$ cat src/rtl/selftrigger_threshold_peak_pkg.sv
// Shared types and defaults for the threshold self-trigger stage.
// Sample width, FSM encoding and default tuning live here.
package selftrigger_threshold_peak_pkg;

  localparam int unsigned SAMPLE_W    = 16;
  localparam int unsigned HYST_DEF    = 16;
  localparam int unsigned HOLDOFF_DEF = 256;
  localparam int unsigned MAX_LEN_DEF = 255;

  typedef enum logic [1:0] {
    ST_IDLE    = 2'd0,
    ST_ARMED   = 2'd1,
    ST_ABOVE   = 2'd2,
    ST_HOLDOFF = 2'd3
  } state_e;

  function automatic logic signed [SAMPLE_W:0] sext17(
    input logic signed [SAMPLE_W-1:0] v
  );
    return {v[SAMPLE_W-1], v};
  endfunction

endpackage

$ cat src/rtl/selftrigger_threshold_peak.sv
// Threshold self-trigger with hysteresis, peak tracking,
// forced trigger on over-long pulses and a hold-off window.
module selftrigger_threshold_peak
  import selftrigger_threshold_peak_pkg::*;
#(
  parameter int unsigned HYST    = HYST_DEF,
  parameter int unsigned HOLDOFF = HOLDOFF_DEF,
  parameter int unsigned MAX_LEN = MAX_LEN_DEF
) (
  input  logic               clk,
  input  logic               reset,
  input  logic               enable,
  input  logic signed [15:0] y_in,
  input  logic signed [15:0] threshold,
  output logic               trigger,
  output logic signed [15:0] peak_amp,
  output logic        [7:0]  peak_dly,
  output logic               overflow,
  output logic        [15:0] trig_count,
  output logic               busy
);

  logic               en_q;
  logic signed [15:0] y_q, thr_q;
  state_e             state_q, state_d;
  logic signed [15:0] pk_q, pk_d;
  logic        [7:0]  pk_dly_q, pk_dly_d;
  logic        [7:0]  len_q, len_d;
  logic        [15:0] ho_q, ho_d;
  logic               trig_q, trig_d;
  logic signed [15:0] amp_q, amp_d;
  logic        [7:0]  dly_q, dly_d;
  logic               ovf_q, ovf_d;
  logic        [15:0] cnt_q, cnt_d;
  logic               busy_q, busy_d;

  logic signed [16:0] y17, thr17, lvl;
  logic        [7:0]  len_inc;
  logic        [15:0] ho_inc;
  logic               fire;

  // 17-bit arm level so thr - HYST never wraps
  assign y17     = sext17(y_q);
  assign thr17   = sext17(thr_q);
  assign lvl     = thr17 - 17'(HYST);
  assign len_inc = len_q + 8'd1;
  assign ho_inc  = ho_q + 16'd1;

  always_comb begin
    state_d  = state_q;
    pk_d     = pk_q;
    pk_dly_d = pk_dly_q;
    len_d    = len_q;
    ho_d     = ho_q;
    amp_d    = amp_q;
    dly_d    = dly_q;
    ovf_d    = ovf_q;
    cnt_d    = cnt_q;
    fire     = 1'b0;
    if (en_q) begin
      unique case (state_q)
        ST_IDLE: begin
          if (y17 < lvl) state_d = ST_ARMED;
        end
        ST_ARMED: begin
          if (y17 > thr17) begin
            state_d  = ST_ABOVE;
            pk_d     = y_q;
            pk_dly_d = 8'd0;
            len_d    = 8'd0;
          end
        end
        ST_ABOVE: begin
          len_d = len_inc;
          if (y_q > pk_q) begin
            pk_d     = y_q;
            pk_dly_d = len_inc;
          end
          if (y17 < lvl) begin
            fire  = 1'b1;
            ovf_d = 1'b0;
          end else if (len_inc == 8'(MAX_LEN)) begin
            fire  = 1'b1;
            ovf_d = 1'b1;
          end
          if (fire) begin
            state_d = ST_HOLDOFF;
            ho_d    = 16'd0;
            amp_d   = pk_d;
            dly_d   = pk_dly_d;
            cnt_d   = cnt_q + 16'd1;
          end
        end
        ST_HOLDOFF: begin
          ho_d = ho_inc;
          if (ho_inc == 16'(HOLDOFF)) state_d = ST_IDLE;
        end
        default: state_d = ST_IDLE;
      endcase
    end
    trig_d = fire;
    busy_d = (state_d == ST_ABOVE) ||
             (state_d == ST_HOLDOFF);
  end

  always_ff @(posedge clk) begin
    if (reset) begin
      en_q     <= 1'b0;
      y_q      <= '0;
      thr_q    <= '0;
      state_q  <= ST_IDLE;
      pk_q     <= '0;
      pk_dly_q <= '0;
      len_q    <= '0;
      ho_q     <= '0;
      trig_q   <= 1'b0;
      amp_q    <= '0;
      dly_q    <= '0;
      ovf_q    <= 1'b0;
      cnt_q    <= '0;
      busy_q   <= 1'b0;
    end else begin
      en_q <= enable;
      if (enable) begin
        y_q   <= y_in;
        thr_q <= threshold;
      end
      state_q  <= state_d;
      pk_q     <= pk_d;
      pk_dly_q <= pk_dly_d;
      len_q    <= len_d;
      ho_q     <= ho_d;
      trig_q   <= trig_d;
      amp_q    <= amp_d;
      dly_q    <= dly_d;
      ovf_q    <= ovf_d;
      cnt_q    <= cnt_d;
      busy_q   <= busy_d;
    end
  end

  assign trigger    = trig_q;
  assign peak_amp   = amp_q;
  assign peak_dly   = dly_q;
  assign overflow   = ovf_q;
  assign trig_count = cnt_q;
  assign busy       = busy_q;

endmodule

$ cat config.mk
export PLATFORM = sky130hd
export DESIGN_NAME = selftrigger_threshold_peak
export DESIGN_NICKNAME = d
export VERILOG_FILES = /design/src/rtl/selftrigger_threshold_peak_pkg.sv /design/src/rtl/selftrigger_threshold_peak.sv
export SDC_FILE = /design/constraint.sdc
export NUM_CORES = 1
export LEC_CHECK = 0
export ABC_AREA = 1
export BUFFER_PORTS_ARGS = -buffer_cell sky130_fd_sc_hd__buf_4
export CAP_MARGIN = 20
export CORE_MARGIN = 5
export CORE_UTILIZATION = 55
export DETAILED_ROUTE_END_ITERATION = 7
export GPL_TIMING_DRIVEN = 0
export HOLD_SLACK_MARGIN = 0.03
export PLACE_DENSITY_LB_ADDON = 0.25
export SYNTH_ARGS = -nofsm -noshare
export SYNTH_HDL_FRONTEND = slang
export SYNTH_SLANG_ARGS = --single-unit
$ cat constraint.sdc
create_clock -name clk -period 8.3 [get_ports clk]
set_input_delay 1.245 -clock clk [delete_from_list [all_inputs] [get_ports clk]]
set_output_delay 1.245 -clock clk [all_outputs]
set_load 0.01 [all_outputs]
======== After elaboration in Yosys (flattened, before gate mapping) ========
Cells that the tools add are included.
storage, ports and cells
  register bits after elaboration ......... 126
  input port bits ......................... 35
  output and inout port bits .............. 43
  word-level logic and storage cells ...... 63
operators by class
  $add $sub $neg .......................... 4
  order comparisons ....................... 3
  eq/ne operators ......................... 9
  mux-type cells .......................... 21
  bitwise operators ....................... 2
  reduce and logical (&&, ||, !) cells .... 10
operators with widths
  kind                     number
  $pmux W16 S2             2
  $mux W16                 3
  $add A16 B1 Y16 const B  2
  $gt A16 B16 Y1           2
  $pmux W8 S2              2
  $lt A16 B17 Y1           1
  $sub A16 B6 Y17 const B  1
  $eq A16 B9 Y1 const B    1
  $mux W8                  2
  $reduce_and A3 Y1        4
  $mux W2                  5
  $add A8 B1 Y8 const B    1
  $eq A2 B2 Y1 const B     4
  $eq A8 B8 Y1 const B     1
  $pmux W2 S4              1
  $mux W1                  6
  $reduce_bool A2 Y1       3
  $ne A2 B2 Y1 const B     2
  $reduce_or A3 Y1         1
  $eq A2 B1 Y1 const B     1
  $logic_not A2 Y1         1
  $not A1 Y1               2
  $logic_or A1 B1 Y1       1

======== Logic depth before layout (Yosys ltp) ========
  word-level depth ........................ 11
  gate-level depth with buffers ........... 21
  depth with buffers taken out ............ 20

======== Worst setup path after synthesis ========
Ideal clock, no wire load.
  kind .................................... reg-to-reg
  start point ............................. reg thr_q[4]
  end point ............................... reg ho_q[5]
  library setup time ...................... 0.070 ns
  data arrival time ....................... 2.749 ns
  data required time ...................... 8.230 ns
  slack ................................... 5.481 ns
  stages on the path, launching flop included .. 21
  buffers on the path ..................... 1
  clock period less this slack ............ 2.819 ns
  path through ............................ dfxtp_1 -> inv_1 -> ha_1 -> nand4_1 -> nor3_1 -> nand3_1 -> nor2_1 -> nor2_1 -> ha_1 -> a21o_1 -> nor2_1 -> nand2_1 -> nor2_1 -> nand2_1 -> nand2_1 -> and2_1 -> nand3_2 -> nand2_2 -> buf_6 -> nand2_1 -> a21oi_1
between the ends
  cells in the longest elaborated chain, start to end .. 7
RTL lines
  what                         line                               text
  start, declared              selftrigger_threshold_peak.sv:24   logic signed [15:0] y_q, thr_q;
  start signal, assigned       selftrigger_threshold_peak.sv:126  thr_q <= threshold;
  $sub A16 B6 Y17              selftrigger_threshold_peak.sv:45   assign lvl = thr17 - 17'(HYST);
  $lt A16 B17 Y1               selftrigger_threshold_peak.sv:79   if (y17 < lvl) begin
  $mux W1                      selftrigger_threshold_peak.sv:79
  $mux W1                      selftrigger_threshold_peak.sv:61   unique case (state_q)
  $mux W1                      selftrigger_threshold_peak.sv:60   if (en_q) begin
  $ne A2 B2 Y1 (no line)       -
  $reduce_and A3 Y1 (no line)  -
  end signal, assigned         selftrigger_threshold_peak.sv:132  ho_q <= ho_d;
  end, declared                selftrigger_threshold_peak.sv:29   logic [15:0] ho_q, ho_d;
Every way passes these cells. The select of a mux whose other input is x is not followed.
A chain may end at the register's enable or synchronous reset.

======== Worst setup path after layout ========
  start point ............................. reg thr_q[4]
  end point ............................... reg ho_q[8]
Same word-level chain as after synthesis.

==> flow_summary.ini <==
[outcome]
status = completed

[finish]
area_delta_synth_final_pct = 19.7
drive_above_1_share = 0.123
final_common_cell = nand2_1
finalNonFillerCells = 1362
final_nets = 1258
mostFrequentLayoutCells = nand2_1, dfxtp_1, nand3_1
fin_area_um2 = 8750
diodes = 0

[sta]
tightestPinTransition_ns = 0.665
fmax_mhz = 291
slew_headroom = 0.557
rsz0062_at_grt = no
hold_violations = 0
tns_ns = 0
finalSetupViolations = 0
drv_slew = 0
hold-worst-slack_ns = 0.463
timing.final.crit_share = 0.414
min_period_ns = 3.43
clock_skew_ns = 0.0120

[setup_path]
critical_path_class = reg -> reg
critPathMaxStageDelay_ns = 0.32
start_kind = flop
cp.arrival_ns = 3.78
cp.required_ns = 8.65
end_kind = flop
worstPathCellList = inv_1 > ha_1 > nand4_1 > nor3_1 > nand3_1 > nor2_1 > nor2_1 > ha_1 > a21o_1 > nor2_1 > nand2_1 > nor2_1 > nand2_1 > nand2_1 > and2_1 > nand3_2 > nand2_2 > buf_6 > nand2_1 > a21oi_1
crit_family = simple AND/OR/NAND/NOR gates
crit_fanout = 10
critPathSlowestCell = nor3_1
crit_buf_inv = 2

[hold_path]
hp-class = reg -> reg

[placed_design]
dpl.hpwl_um = 14400
place_congestion = 0.912
io_buffers = 76
place_area_um2 = 8100
dpl.cell_count = 1330

[grt]
grt_pass1_vias = 6660
grtUsageTotal = 0.242
grt_max_degree = 17
grt_pass1_wl_um = 31500
antenna_found_initial = 0
gr-total-overflow = 0

[detailed_routing]
ant_nets = 0
drt-initial-drc-count = 482
vias = 7384
route.final.wire_length_um = 19100
routedWlPerCell_um = 14.0
vias_per_cell = 5.42
first_pass_iters = 5
drc = 0

[power_and_ir_drop]
power_mw = 1.76
p_per_area_nw_per_um2 = 201
p_leak_nw = 4.00
ir_worst_vdd_mv = 0.132

[cts]
htreeDepth = 4
hold_buffers = 0
clock-sinks = 126
cts_setup_buffers = 0
path_clk_slew_ns = 0.05
cts_tree = built
cts_resized = 0
clock_path_buffers = 2
clk_latency_ns = 0.43
cts-buffers-inserted = 17
root_buffer = clkbuf_16

[die]
initial_core_util = 0.557
ioPinCount = 78
die_h_um = 125
die_x_um = 125
dieArea_um2 = 15700
core_um2 = 13100
rows = 42

[synth]
syn_inst = 1078
ys_warn_count = 0
seq_area_frac_synth = 0.345
synthDistinctLibCells = 34
syn-num-nets = 1163
avgSynthCellArea_um2 = 6.78
synth_area_um2 = 7310
ys_seq_elements = 126

[run]
maxCapViolCount = 0
state kept, by name (all words and copies together) (netlist names), 16 cells and up:
| register | cells |
|---|---|
| ho_q | 16 |
| peak_amp | 16 |
| pk_q | 16 |
| thr_q | 16 |
| trig_count | 16 |
| y_q | 16 |
where the power goes:
part	switching, mW	leakage, nW	total (mW)	internal (mW)
Combinational	0.201	2.66	0.305	0.104
Sequential	0.0163	1.03	0.642	0.625
Clock	0.275	0.314	0.816	0.540
cell type report:
type / count / area [µm²]
Fill cell: 1163 / 4380
Multi-Input combinational cell: 789 / 4130
Sequential cell: 126 / 2520
Timing Repair Buffer: 76 / 571
Clock buffer: 22 / 494
Inverter: 115 / 433
Buffer: 48 / 225
Tap cell: 176 / 220
Clock inverter: 10 / 158
path summary, 6_finish.rpt:
kind	cells after the start	slack (ns)	endpoint	from
worst max-delay path	20	4.87	ho_q[8]	thr_q[4]
worst min-delay path	2	0.46	pk_dly_q[3]	pk_dly_q[3]
worst max register to register	20	4.87	ho_q[8]	thr_q[4]
worst min register to register	2	0.46	pk_dly_q[3]	pk_dly_q[3]
synth_stat cells, drive strengths merged:
library cell / number / area share
o21bai: 4 / 0.0041
xnor2: 7 / 0.0084
nor4: 3 / 0.0034
nand2: 250 / 0.13
nor2: 106 / 0.056
buf: 23 / 0.018
o21ai: 54 / 0.037
a22oi: 1 / 0.0010
nor3: 19 / 0.013
nand3b: 5 / 0.0051
clkinv: 2 / 0.0012
a21o: 3 / 0.0031
ha: 50 / 0.086
a21oi: 102 / 0.070
inv: 113 / 0.058
and2: 1 / 0.00086
dfxtp: 126 / 0.34
nand3: 123 / 0.088
xor2: 18 / 0.022
nor3b: 3 / 0.0038
clkbuf: 25 / 0.013
nand4: 40 / 0.034
worst register-to-register path, delay by kind of cell, from the launching register on:
family	cells	cell delay, ns
AO/OA/AOI/OAI	2	0.32
adder cells (fa/ha/maj)	2	0.56
buffers and inverters	2	0.30
flip-flops	1	0.31
AND/OR/NAND/NOR	14	1.88
stage by stage:
stage | setup slack, ns | utilization
floorplan | 5.48 | -
global placement | 4.93 | 0.617
detailed placement | 4.90 | 0.617
CTS | 4.87 | 0.666
global route | 4.45 | 0.666
finish | 4.87 | 0.666
cell families after synthesis:
| family | share of synthesized area |
|---|---|
| AND/OR/NAND/NOR | 0.335 |
| XOR/XNOR | 0.0299 |
| adder cells (fa/ha/maj) | 0.0856 |
| buffers and inverters | 0.0900 |
| AO/OA/AOI/OAI | 0.115 |
| flip-flops | 0.345 |
routing by layer:
layer / vias to the layer above / GRT usage / wire length (µm)
li1: 3762 / - / -
met1: 3311 / 0.329 / 8770
met2: 275 / 0.383 / 8410
met3: 36 / 0.0571 / 1540
met4: 0 / 0.0753 / 345
met5: - / 0 / 0
Note: power is estimated with default switching activity, not from simulation.
